===== src/rtl/mdu_pipelined.sv =====
// Multiply/divide unit owning HI/LO: multi-cycle MULT(U) with a fixed latency, radix-2 restoring DIV(U),
// and single-cycle MTHI/MTLO writes. Busy stalls the core; flush aborts whatever is in flight.
module mdu_pipelined #(
  parameter int XLEN = 32,
  parameter int MUL_LAT = 3,
  parameter logic [XLEN-1:0] DIV_ZERO_LO = '1
) (
  input  logic            clk,
  input  logic            reset,
  input  logic            start,
  input  logic [2:0]      op,
  input  logic [XLEN-1:0] a,
  input  logic [XLEN-1:0] b,
  input  logic            flush,
  output logic            busy,
  output logic            done,
  output logic [XLEN-1:0] hi,
  output logic [XLEN-1:0] lo
);
  localparam int CW = $clog2(XLEN + MUL_LAT) + 1;

  typedef enum logic [1:0] {IDLE, MUL, DIV, FIX} state_t;

  state_t          state;
  logic [CW-1:0]   cnt;
  logic            sgn_q;
  logic [XLEN-1:0] a_q, b_q;
  logic [XLEN-1:0] quo, rem;

  logic [XLEN-1:0] dvs;
  logic [XLEN:0]   shifted, trial;
  logic            q_neg, r_neg;

  function automatic logic [2*XLEN-1:0] mul_full(input logic s, input logic [XLEN-1:0] x,
                                                 input logic [XLEN-1:0] y);
    logic [2*XLEN-1:0] xe, ye;
    xe = {{XLEN{s & x[XLEN-1]}}, x};
    ye = {{XLEN{s & y[XLEN-1]}}, y};
    return xe * ye;
  endfunction

  // Divider works on magnitudes; signs are restored in FIX from the latched raw operands.
  always_comb begin
    dvs     = (sgn_q && b_q[XLEN-1]) ? -b_q : b_q;
    shifted = {rem, quo[XLEN-1]};
    trial   = shifted - {1'b0, dvs};
    q_neg   = sgn_q & (a_q[XLEN-1] ^ b_q[XLEN-1]);
    r_neg   = sgn_q & a_q[XLEN-1];
  end

  always_ff @(posedge clk) begin
    if (reset) begin
      state <= IDLE;
      cnt   <= '0;
      busy  <= 1'b0;
      done  <= 1'b0;
      hi    <= '0;
      lo    <= '0;
      sgn_q <= 1'b0;
      a_q   <= '0;
      b_q   <= '0;
      quo   <= '0;
      rem   <= '0;
    end else begin
      done <= 1'b0;
      case (state)
        IDLE: begin
          if (start && !flush) begin
            a_q   <= a;
            b_q   <= b;
            sgn_q <= ~op[0];
            case (op)
              3'd0, 3'd1: begin
                if (MUL_LAT == 1) begin
                  {hi, lo} <= mul_full(~op[0], a, b);
                  done     <= 1'b1;
                end else begin
                  state <= MUL;
                  busy  <= 1'b1;
                  cnt   <= CW'(MUL_LAT - 2);
                end
              end
              3'd2, 3'd3: begin
                state <= DIV;
                busy  <= 1'b1;
                cnt   <= CW'(XLEN - 1);
                rem   <= '0;
                quo   <= (~op[0] && a[XLEN-1]) ? -a : a;
              end
              3'd4:    hi <= a;
              3'd5:    lo <= a;
              default: ;
            endcase
          end
        end
        MUL: begin
          if (flush) begin
            state <= IDLE;
            busy  <= 1'b0;
            cnt   <= '0;
          end else if (cnt == '0) begin
            {hi, lo} <= mul_full(sgn_q, a_q, b_q);
            done     <= 1'b1;
            state    <= IDLE;
            busy     <= 1'b0;
          end else begin
            cnt <= cnt - 1'b1;
          end
        end
        DIV: begin
          if (flush) begin
            state <= IDLE;
            busy  <= 1'b0;
            cnt   <= '0;
          end else begin
            // A non-negative trial difference means the divisor fits: keep it and shift in a 1.
            if (!trial[XLEN]) begin
              rem <= trial[XLEN-1:0];
              quo <= {quo[XLEN-2:0], 1'b1};
            end else begin
              rem <= shifted[XLEN-1:0];
              quo <= {quo[XLEN-2:0], 1'b0};
            end
            if (cnt == '0) state <= FIX;
            else           cnt   <= cnt - 1'b1;
          end
        end
        FIX: begin
          state <= IDLE;
          busy  <= 1'b0;
          if (!flush) begin
            done <= 1'b1;
            if (b_q == '0) begin
              lo <= DIV_ZERO_LO;
              hi <= a_q;
            end else begin
              lo <= q_neg ? -quo : quo;
              hi <= r_neg ? -rem : rem;
            end
          end
        end
        default: begin
          state <= IDLE;
          busy  <= 1'b0;
        end
      endcase
    end
  end
endmodule


===== config.mk =====
export PLATFORM = sky130hd
export DESIGN_NAME = mdu_pipelined
export DESIGN_NICKNAME = d
export VERILOG_FILES = /design/src/rtl/mdu_pipelined.sv
export SDC_FILE = /design/constraint.sdc
export NUM_CORES = 2
export LEC_CHECK = 0
export ABC_AREA = 0
export CORE_MARGIN = 2
export CORE_UTILIZATION = 50
export CTS_CLUSTER_DIAMETER = 150
export DETAILED_ROUTE_END_ITERATION = 7
export GPL_TIMING_DRIVEN = 0
export PLACE_DENSITY_LB_ADDON = 0.08
export SLEW_MARGIN = 40
export SYNTH_ARGS = -nofsm -noshare
export SYNTH_HDL_FRONTEND = slang
export SYNTH_SLANG_ARGS = --single-unit

===== constraint.sdc =====
create_clock -name clk -period 10.82 [get_ports clk]
set_clock_uncertainty 0.05 [all_clocks]
set_input_delay 1.623 -clock clk [delete_from_list [all_inputs] [get_ports clk]]
set_output_delay 1.623 -clock clk [all_outputs]
set_load 0.01 [all_outputs]

Word level (Yosys, flattened, before mapping)

Index checks and enable logic that the tools add are counted.

Register bits after elaboration: 204
Input bits: 71
Output and inout bits: 66
Logic and storage cells: 117

Add/subtract/negate cells: 6
Multipliers: 1
Equality and inequality tests: 22
Muxes and demuxes: 50
Bitwise operators: 5
Reduce and logical (&&, ||, !) cells: 22

Operator list:

| kind                  | number |
|---|---|
| $mux W32              | 23 |
| $pmux W32 S3          | 2 |
| $neg A32 Y32          | 4 |
| $pmux W32 S2          | 2 |
| $mul A33 B33 Y64      | 1 |
| $sub A33 B32 Y33      | 1 |
| $logic_not A32 Y1     | 1 |
| $pmux W7 S2           | 2 |
| $mux W7               | 3 |
| $reduce_and A4 Y1     | 4 |
| $ne A2 B2 Y1 const B  | 7 |
| $reduce_and A6 Y1     | 2 |
| $mux W2               | 5 |
| $mux W1               | 9 |
| $ne A3 B3 Y1 const B  | 3 |
| $pmux W2 S4           | 1 |
| $logic_not A7 Y1      | 1 |
| $sub A7 B1 Y7 const B | 1 |
| $eq A3 B2 Y1 const B  | 2 |
| $eq A3 B3 Y1 const B  | 2 |
| $ne A2 B1 Y1 const B  | 3 |
| $reduce_or A2 Y1      | 3 |
| $eq A2 B2 Y1 const B  | 2 |
| $pmux W1 S4           | 1 |
| 16 further kinds      | 21 |

Logic depth before layout (Yosys ltp)

Word-level depth: 6
Mapped depth: 33
Mapped depth without buffers: 29

Worst setup path after synthesis

Ideal clock, no wire load.

Path type: reg-to-reg
From: register a_q[31]
To: register hi[28]
Library setup time: 0.138 ns
Arrival: 8.220 ns
Required time: 10.632 ns
Path slack: 2.412 ns
Stages on the path, launching flop included: 32
Path buffers: 3
Clock period less this slack: 8.408 ns
Cell sequence: dfxtp_1 and2_1 clkbuf_1 clkbuf_1 buf_1 nand2_1 inv_1 fa_1 inv_1 fa_1 inv_1 fa_1 fa_1 inv_1 fa_1 inv_1 fa_1 inv_1 fa_1 fa_1 inv_1 ha_1 nand2_1 nor2_1 nand3_1 nor3_1 a211oi_2 o31ai_1 o31ai_1 xnor2_1 a221oi_1 a211oi_1

Longest elaborated chain between the ends: 5
Elaborated cells between the ends (all ways): 8
Those cells by class: mul: 1; mux: 6; bitwise: 1

RTL lines:

| element                                      | line     | source |
|---|---|---|
| start, declared                              | 27       | `logic [XLEN-1:0] a_q, b_q;` |
| start signal, assigned                       | 60       | `a_q <= '0;` |
| start signal, assigned                       | 69       | `a_q <= a;` |
| $and A1 B1 Y1                                | 37, 48   |  |
| $mul A33 B33 Y64 or $mux W32 (tied branches) | 39, 138  |  |
| $mux W32 (on tied branches)                  | 101, 133 |  |
| $mux W32 (on tied branches)                  | 97, 131  |  |
| $pmux W32 S3 (*)                             | 66       | `case (state)` |
| end signal, assigned                         | 75       | `{hi, lo} <= mul_full(~op[0], a, b);` |
| end signal, assigned                         | 102      | `{hi, lo} <= mul_full(sgn_q, a_q, b_q);` |
| end signal, assigned                         | 135      | `hi <= a_q;` |
| end, declared                                | 17       | `output logic [XLEN-1:0] hi,` |

Every way passes the cells marked *; elsewhere a longest branch is shown, timed or not. The select of a mux whose other input is x is not followed.
A chain may end at the register's enable or synchronous reset.

Worst setup path in the final report

From: register a_q[31]
To: register hi[31]

The elaborated chain is that of the path after synthesis.

==> metrics.log <==
[metrics] number of synthesized flops with an enable pin: 0
[metrics] Post-Place Cells: between 7k and 8k
[metrics] final max-slew violation count: 0
[metrics] CTS tree: done
[metrics] critical path's largest stage delay: ~0.80 ns
[metrics] kind of capture point of the worst setup path: register
[metrics] power per unit of standard cell area: 95.3 nW/um^2
[metrics] maximum net fanout on the critical path: 10
[metrics] CTS H-Tree Depth: 1
[metrics] Slew Limit Headroom: 0.333
[metrics] Arr. time, crit path: 11.00 ns
[metrics] most common cell after layout, fill and taps aside: sky130_fd_sc_hd__inv_1
[metrics] number of cells on the worst hold path: 2
[metrics] layout cell share with drive strength beyond 1: 0.0327
[metrics] detailed placement HPWL: about 170000 um
[metrics] count of maximum capacitance violations: 0
[metrics] number of placement rows: around 120
[metrics] routed wire length: about 210000 um
[metrics] Via density: ~5.8
[metrics] Final Wtd Congestion: between 1 and 1.5
[metrics] GRT Residual Overflow: 0
[metrics] count of endpoints failing setup in the final report: 0
[metrics] antenna-violating nets left: 0
[metrics] master cell of the clock root buffer: sky130_fd_sc_hd__clkbuf_16
[metrics] Worst setup SP type: register
[metrics] Fin. Hold Viols: 0
[metrics] DR vias: roughly 44k
[metrics] number of antenna violations at the first check in global routing: 24
[metrics] result of the run: complete, no violations
[metrics] post-synthesis area per instance: between 8 and 9 um^2
[metrics] Static Leak: about 26 nW
[metrics] routed len/inst: 27.3 um
[metrics] area of the core: about 100000 um^2
[metrics] Initial Utilization: 0.504
[metrics] fraction of registers with async set or reset after synthesis: 0
[metrics] largest buffer count on any clock path: 3
[metrics] number of distinct library cells after synthesis: 83
[metrics] transition time of the tightest slew-check pin: approximately 1 ns
[metrics] number of buffers inserted by port buffering: 123
[metrics] TritonCTS buffer count: 23
[metrics] met3 GRT Util: 0.120
[metrics] min cycle time layout: around 11 ns
[metrics] Die Wd: between 300 and 400 um
[metrics] met2 usage in global routing: 0.598
[metrics] Clock Sink Count: ~200
[metrics] mapped cell area: 51200 um^2
[metrics] master of the slowest instance on the critical path: sky130_fd_sc_hd__fa_2
[metrics] DRC violations left: 0
[metrics] final setup TNS: 0 ns
[metrics] Synthesized Nets: ~7.5k
[metrics] via count of the first global-routing pass: 44.0k
[metrics] worst skew pair latency: 0.58 ns
[metrics] Net count, final: between 7k and 8k
[metrics] flip-flop cell with the highest count after synthesis: sky130_fd_sc_hd__dfxtp_1
[metrics] clock slew at reported path FFs: 0.06 ns
[metrics] number of instances in the synthesized netlist: about 6.0k
[metrics] maximum number of pins on one net before global-route repair: 16
[metrics] worst setup slack for register-to-register paths: between 0.2 and 0.3 ns
[metrics] met1 Use GR: 0.527
[metrics] number of cell instances on the worst register-to-register path: 31
[metrics] busiest layer in global routing: met2
[metrics] register bit count reported by yosys: approximately 200
[metrics] growth of design area from synthesis to finish: 8.18%
[metrics] portion of the post-synthesis area used by sequential elements: 0.0797
[metrics] count of non-filler cells in the finished layout: between 7k and 8k
[metrics] worst path required time: between 10 and 15 ns
[metrics] minimum setup slack after placement: -0.482 ns
[metrics] Yosys warnings: 0
[metrics] maximum ir drop on the vdd rail: between 0.00009 and 0.0001 V
[metrics] RSZ-0062 raised after global routing: false
[metrics] Starting DRT DRC Count: about 4.5k
[metrics] peak clock frequency supported by timing: ~0.095 GHz
[metrics] Worst Hold Margin: around 0.40 ns
[metrics] most frequent cells in the layout: sky130_fd_sc_hd__inv_1 (1162), sky130_fd_sc_hd__fa_1 (1124), sky130_fd_sc_hd__nand2_1 (1047)
[metrics] Ports: between 100 and 150
[metrics] Setup WS post-layout: 0.268 ns
[metrics] wire length of the first global-routing pass: roughly 300000 um
[metrics] Crit Path Category: reg2reg
[metrics] die extent in y: between 300 and 400 um
[metrics] final core area utilization: 0.545
[metrics] Hold WC Path Type: reg2reg
[metrics] total die area: about 110000 um^2
[metrics] first-pass iteration count of the detailed router: 6
[metrics] period utilisation layout: 0.975
[metrics] global-route usage over all layers: 0.403
-- stage by stage --
stage	total power, W	instance area (um^2)
CTS	0.00516	55400
detailed placement	0.00424	54500
global route	0.00551	55400
global placement	0.00419	54200
floorplan	0.00284	51200
finish	0.00528	55400
-- what timing repair did --
item                       4_1_cts  5_1_grt
setup buffers                    0        0
resized for setup                3        1
setup endpoints to repair       11        9
hold buffers                     0        0
-- cell usage after synthesis (13+ instances only) --
library cell / instances / area, um^2
sky130_fd_sc_hd__inv_1: 1162 / 4360
sky130_fd_sc_hd__fa_1: 1126 / 22500
sky130_fd_sc_hd__nand2_1: 1047 / 3930
sky130_fd_sc_hd__clkbuf_1: 357 / 1340
sky130_fd_sc_hd__and2_1: 355 / 2220
sky130_fd_sc_hd__a21oi_1: 259 / 1300
sky130_fd_sc_hd__ha_1: 255 / 3190
sky130_fd_sc_hd__nor2_1: 225 / 845
sky130_fd_sc_hd__dfxtp_1: 204 / 4080
sky130_fd_sc_hd__o21ai_0: 189 / 946
sky130_fd_sc_hd__xnor2_1: 125 / 1090
sky130_fd_sc_hd__xor2_1: 89 / 780
sky130_fd_sc_hd__nor3_1: 59 / 295
sky130_fd_sc_hd__a21o_1: 51 / 383
sky130_fd_sc_hd__buf_1: 38 / 143
sky130_fd_sc_hd__a211oi_1: 37 / 278
sky130_fd_sc_hd__nand3_1: 37 / 185
sky130_fd_sc_hd__nand2b_1: 34 / 213
sky130_fd_sc_hd__a221oi_1: 26 / 228
sky130_fd_sc_hd__and3_1: 24 / 150
sky130_fd_sc_hd__mux2i_1: 24 / 240
sky130_fd_sc_hd__a221o_1: 21 / 210
sky130_fd_sc_hd__nor4_1: 21 / 131
sky130_fd_sc_hd__o31ai_1: 18 / 135
sky130_fd_sc_hd__nor2b_1: 17 / 106
sky130_fd_sc_hd__a311oi_1: 16 / 140
sky130_fd_sc_hd__a31oi_1: 14 / 87.6
sky130_fd_sc_hd__o21a_1: 14 / 105
sky130_fd_sc_hd__or3_1: 14 / 87.6
sky130_fd_sc_hd__o21ai_1: 13 / 65.1
sky130_fd_sc_hd__o41ai_1: 13 / 114
-- cell families (layout without fill, tap and decap cells) --
family          Yosys count  after routing  share of synthesized area
simple gates           1881           1881                      0.168
buf+inv                1575           1750                      0.116
fa+ha+maj              1381           1381                      0.502
compound gates          754            754                     0.0922
xor+xnor                215            215                     0.0369
flops                   204            204                     0.0797
mux                      25             25                    0.00491
other cells               0             18                          0
-- sequential cells by signal, indices dropped and copies added (netlist names), 2 cells and up --
signal / count
state: 2
a_q: 32
cnt: 7
rem: 32
b_q: 32
hi: 32
lo: 32
quo: 32
-- path summary, 6_finish.rpt --
| kind | endpoint | startpoint |
|---|---|---|
| worst max register to register | hi[31]$_SDFFE_PP0P_ | a_q[31]$_SDFFE_PP0P_ |
| worst min-delay path | cnt[6]$_SDFFE_PP0P_ | cnt[6]$_SDFFE_PP0P_ |
| worst max-delay path | hi[31]$_SDFFE_PP0P_ | a_q[31]$_SDFFE_PP0P_ |
| worst min register to register | cnt[6]$_SDFFE_PP0P_ | cnt[6]$_SDFFE_PP0P_ |
-- worst max-delay path, delay by kind of cell (launching register included) --
family          cells  cell delay, ns
fa+ha+maj           9            4.89
buf+inv            10            2.24
compound gates      7            1.55
flops               1            0.67
simple gates        4            0.66
xor+xnor            1            0.41
-- layout make-up --
type | count | area [um^2]
Fill cell | 9793 | 46300
Tap cell | 1368 | 1710
Antenna cell | 18 | 45.0
Inverter | 1163 | 4370
Timing Repair Buffer | 134 | 1450
Buffer | 411 | 1710
Clock inverter | 16 | 228
Multi-Input combinational cell | 4256 | 41200
Clock buffer | 26 | 617
Sequential cell | 204 | 4080
-- metal layers --
metal | share of wire | vias up
met5 | 0.00039 | -
met1 | 0.38 | 22300
met4 | 0.071 | 12
met2 | 0.43 | 2434
li1 | - | 18600
met3 | 0.11 | 604
-- power breakdown --
group | internal [W] | switching (W)
Clock | 0.000534 | 0.000387
Combinational | 0.00104 | 0.00229
Sequential | 0.000879 | 0.000152
Total | 0.00245 | 0.00283
Note: power is estimated with default switching activity, not from simulation.
